==> config.mk <==
export PLATFORM = sky130hd
export DESIGN_NAME = fetch_unit
export DESIGN_NICKNAME = d
export VERILOG_FILES = /design/src/rtl/tiny_cpu_pkg.sv /design/src/rtl/fetch_unit.sv
export SDC_FILE = /design/constraint.sdc
export NUM_CORES = 1
export LEC_CHECK = 0
export ABC_AREA = 0
export ABC_CLOCK_PERIOD_IN_PS = 2600
export BUFFER_PORTS_ARGS = -buffer_cell sky130_fd_sc_hd__buf_4
export CORE_MARGIN = 2
export CORE_UTILIZATION = 43
export DETAILED_ROUTE_END_ITERATION = 10
export MAX_ROUTING_LAYER = met4
export PLACE_DENSITY = 0.79
export SLEW_MARGIN = 20
export SYNTH_ARGS = -nofsm -noshare
export SYNTH_HDL_FRONTEND = slang
export SYNTH_SLANG_ARGS = --single-unit
==> constraint.sdc <==
create_clock -name clk -period 2.6 [get_ports clk]
set_input_delay 0.13 -clock clk [delete_from_list [all_inputs] [get_ports clk]]
set_output_delay 0.13 -clock clk [all_outputs]
set_load 0.03 [all_outputs]
==> src/rtl/tiny_cpu_pkg.sv <==
// Definitions shared by the tiny 8-bit processor: bus widths, opcode encodings
// and the fetch-stage state type.
package tiny_cpu_pkg;

  localparam int ADDR_W  = 8;
  localparam int INSTR_W = 8;

  localparam logic [7:0] OPC_NOP  = 8'h00;
  localparam logic [7:0] OPC_LDI  = 8'h10;
  localparam logic [7:0] OPC_ADD  = 8'h20;
  localparam logic [7:0] OPC_SUB  = 8'h30;
  localparam logic [7:0] OPC_JMP  = 8'h40;
  localparam logic [7:0] OPC_BEQ  = 8'h50;
  localparam logic [7:0] OPC_HALT = 8'hFF;

  typedef enum logic [0:0] {
    FETCH_RUN    = 1'b0,
    FETCH_HALTED = 1'b1
  } fetch_state_t;

  function automatic logic is_halt(input logic [7:0] instr);
    return instr == OPC_HALT;
  endfunction

endpackage

==> src/rtl/fetch_unit.sv <==
// Instruction fetch stage: owns the PC, registers memory data into the IR,
// presents it to decode over valid/ready, applies redirects and stops on HALT.
module fetch_unit
  import tiny_cpu_pkg::*;
#(
  parameter int                      ADDR_W     = tiny_cpu_pkg::ADDR_W,
  parameter int                      INSTR_W    = tiny_cpu_pkg::INSTR_W,
  parameter logic [ADDR_W-1:0]       RESET_PC   = '0,
  parameter logic [INSTR_W-1:0]      HALT_INSTR = '1
) (
  input  logic               clk,
  input  logic               reset,
  output logic [ADDR_W-1:0]  pc_out,
  input  logic [INSTR_W-1:0] instr_in,
  output logic [INSTR_W-1:0] ir_out,
  output logic [ADDR_W-1:0]  ir_pc,
  output logic               ir_valid,
  input  logic               ir_ready,
  input  logic               redirect_valid,
  input  logic [ADDR_W-1:0]  redirect_target,
  output logic               halted
);

  fetch_state_t       state_reg, state_next;
  logic [ADDR_W-1:0]  pc_reg, pc_next;
  logic [INSTR_W-1:0] ir_reg, ir_next;
  logic [ADDR_W-1:0]  ir_pc_reg, ir_pc_next;
  logic               ir_valid_reg, ir_valid_next;
  logic               halted_reg, halted_next;
  logic               load;

  always_ff @(posedge clk) begin
    if (reset) begin
      state_reg    <= FETCH_RUN;
      pc_reg       <= RESET_PC;
      ir_reg       <= '0;
      ir_pc_reg    <= '0;
      ir_valid_reg <= 1'b0;
      halted_reg   <= 1'b0;
    end else begin
      state_reg    <= state_next;
      pc_reg       <= pc_next;
      ir_reg       <= ir_next;
      ir_pc_reg    <= ir_pc_next;
      ir_valid_reg <= ir_valid_next;
      halted_reg   <= halted_next;
    end
  end

  // A new instruction may enter the IR whenever it is empty or being consumed.
  assign load = (state_reg == FETCH_RUN) && (!ir_valid_reg || ir_ready);

  always_comb begin
    state_next    = state_reg;
    pc_next       = pc_reg;
    ir_next       = ir_reg;
    ir_pc_next    = ir_pc_reg;
    ir_valid_next = ir_valid_reg;
    halted_next   = halted_reg;

    case (state_reg)
      FETCH_RUN: begin
        if (redirect_valid) begin
          // Flush the wrong-path IR; the target is fetched next cycle.
          pc_next       = redirect_target;
          ir_valid_next = 1'b0;
        end else if (load) begin
          ir_next       = instr_in;
          ir_pc_next    = pc_reg;
          ir_valid_next = 1'b1;
          if (instr_in == HALT_INSTR) begin
            state_next  = FETCH_HALTED;
            halted_next = 1'b1;
          end else begin
            pc_next = pc_reg + ADDR_W'(1);
          end
        end
      end

      FETCH_HALTED: begin
        // HALT stays visible until decode takes it; redirects are ignored.
        if (ir_valid_reg && ir_ready) begin
          ir_valid_next = 1'b0;
        end
      end

      default: begin
        state_next = FETCH_RUN;
      end
    endcase
  end

  assign pc_out   = pc_reg;
  assign ir_out   = ir_reg;
  assign ir_pc    = ir_pc_reg;
  assign ir_valid = ir_valid_reg;
  assign halted   = halted_reg;

endmodule

==> impl_results.md <==
* Crit path max fanout at 16
* RSZ-0062 raised after global routing: false
* Slew Limit Fails at 0
* R2R Setup Slk at 1.11 ns
* Worst slew margin at 0.4272
* Hold Path Depth at 3
* CTS buffer count at 3
* Via count at 1216
* Setup violations, final at 0
* Grt met2 use at 0.3268
* Register area share after synthesis at 0.4491
* Avg Inst Size Synth at 8.188 um^2
* DP Cell Count at 216
* CP required at 2.86 ns
* Clk pin slew, worst setup/hold paths at 0.14 ns
* Hold crit path type: primary input to flop
* Starting DRT DRC Count at 30
* Routed WL at 3024 um
* Layout Utilization at 0.5789
* Clk sinks at 27
* Post-route cell area at 1569 um^2
* Crit path from: ir_valid
* Post-synth top flop: dfxtp_1
* Crit Path Class: flop to flop
* Met3 usage at 0.02535
* Gr usage total at 0.2012
* Layout cell share with drive strength beyond 1 at 0.3122
* R2R depth at 4
* Max cap viols at 0
* Sum of negative setup slack at 0 ns
* Commonest non-fill, non-tap cell in the layout: buf_4
* Post-route insts no fill at 220
* Final Hold Vio Count at 0
* Post-DP Area at 1541 um^2
* Asr flop ratio synth at 0
* Final worst setup slack at 1.109 ns
* Die H at 56.91 um
* Status: finished, final reports clean
* PwrDens at 528.1 nW/um^2
* Deepest clock path buffer count at 2
* Reg2reg start: ir_valid
* Post-Syn Area at 1204 um^2
* Mapped Nets at 168
* Cells after Synth at 147
* Most frequent cells in the layout: buf_4 (45), nand2_1 (39), dfxtp_1 (27), a21oi_1 (20), inv_1 (6)
* Post-cts gate resize count at 0
* Static Leakage at 0.0006601 uW
* Ys Warns at 0
* Die Wd at 56.91 um
* Synth Register Bits at 27
* First-pass GRT wire length at 5085 um
* IR drop worst, VDD at 0.2905 mV
* WL per Instance at 13.75 um
* Vias per cell at 5.527
* Most Crowded Layer GR: met2
* CTS tree: yes
* CTS Hold Bufs at 0
* Detailed placer's ending HPWL at 2224 um
* EDFF count, synth at 0
* CP Launch Type: flop
* Initial antenna violation count at 0
* CP endpoint kind: flop
* Post-DRT Antenna Nets at 0
* H-tree levels at 1
* Number of top-level pins at 46
* Pre-antenna DRT Iters at 4
* Clock root cell: clkbuf_4
* Worst slack, placed at 1.128 ns
* Vias in the first global route at 1115
* Ant. Diodes at 0
* Die ar. at 3238 um^2
* Post-CTS setup buffer count at 0
* Met1 usage at 0.2632
* Row cnt at 19
* Core area at 2710 um^2
* Clock Skews at 0.006192 ns
* Min cycle time layout at 1.491 ns
* Area growth syn-to-layout at 30.35%
* Slew @ Worst Pin at 0.8546 ns
* Insertion delay to the later sink of the worst-skew pair at 0.32 ns
* Largest net degree at the start of global routing at 25
* Initial core utilization at 0.4441
* DRC violations left at 0
* Gp weighted congestion at 0.8580
* Synth unique cells at 35
* Layout Nets at 211
* Hold_sp: instr_in[0]
* IO Port Bufs at 45
* # fillers at 240
* Fmax at 0.6705 GHz
* Period utilization at 0.5737
* Critical path data arrival time at 1.75 ns
* Gr ovfl total at 0
[cell families (layout without fill, tap and decap cells)]
family,count (synthesis),count (layout),synth area share
compound gates,44,44,0.2537
simple gates,61,61,0.2277
fa+ha+maj,1,1,0.01039
mux,1,1,0.008316
buf+inv,13,55,0.05093
flops,27,27,0.4491
[layer usage]
metal / vias up / wire [um]
met3: 4 / 151
met5: - / 0
met4: 0 / 31
li1: 604 / -
met1: 572 / 1346
met2: 36 / 1494
[layout make-up]
| type | count | area [um^2] | share of cell area |
|---|---|---|---|
| clock buffer | 3 | 22.52 | 0.01435 |
| sequential | 27 | 540.5 | 0.3445 |
| multi-input combinational | 107 | 601.8 | 0.3836 |
| timing repair buffer | 45 | 337.8 | 0.2153 |
| inverter | 6 | 22.52 | 0.01435 |
| tap | 31 | 38.79 | 0.02472 |
| clock inverter | 1 | 5.005 | 0.003190 |
[worst max-delay path, stage by stage (launching register included)]
cell and delay [ns]:
dfxtp_1 0.35, nor2b_1 0.15, nor3_2 0.65, nand2_1 0.13, a21oi_1 0.16
[report_power, final]
part / internal (uW) / switching (uW) / leakage (uW)
Combinational: 76.7 / 110 / 0.000421
Sequential: 437 / 22.5 / 0.000222
Clock: 57.6 / 125 / 0.0000177
[through the flow]
stage	hold WS, ns	power, uW
after floorplan	0.2483	578.1
after global placement	0.3917	648.3
after detailed placement	0.3985	654.5
after CTS	0.04404	834.7
after global routing	0.04256	869.9
final	0.05292	828.6
[synth_stat cells (2+ instances only)]
cell	count	area share
a21oi_1	20	0.083
and3_1	2	0.010
clkbuf_1	4	0.012
dfxtp_1	27	0.45
inv_1	6	0.019
nand2_1	39	0.12
nand3_1	2	0.0083
nand4_1	3	0.016
nor2_1	4	0.012
nor2b_1	2	0.010
nor3_1	4	0.017
o21a_1	3	0.019
o21ai_0	4	0.017
o221a_2	2	0.019
o22a_2	3	0.025
o32ai_1	3	0.022
[worst paths after layout]
kind,end
max,ir_out[1]
min,ir_out[0]
max reg2reg,ir_out[1]
min reg2reg,ir_pc[0]
No activity file was read; power rests on OpenSTA's default activity.
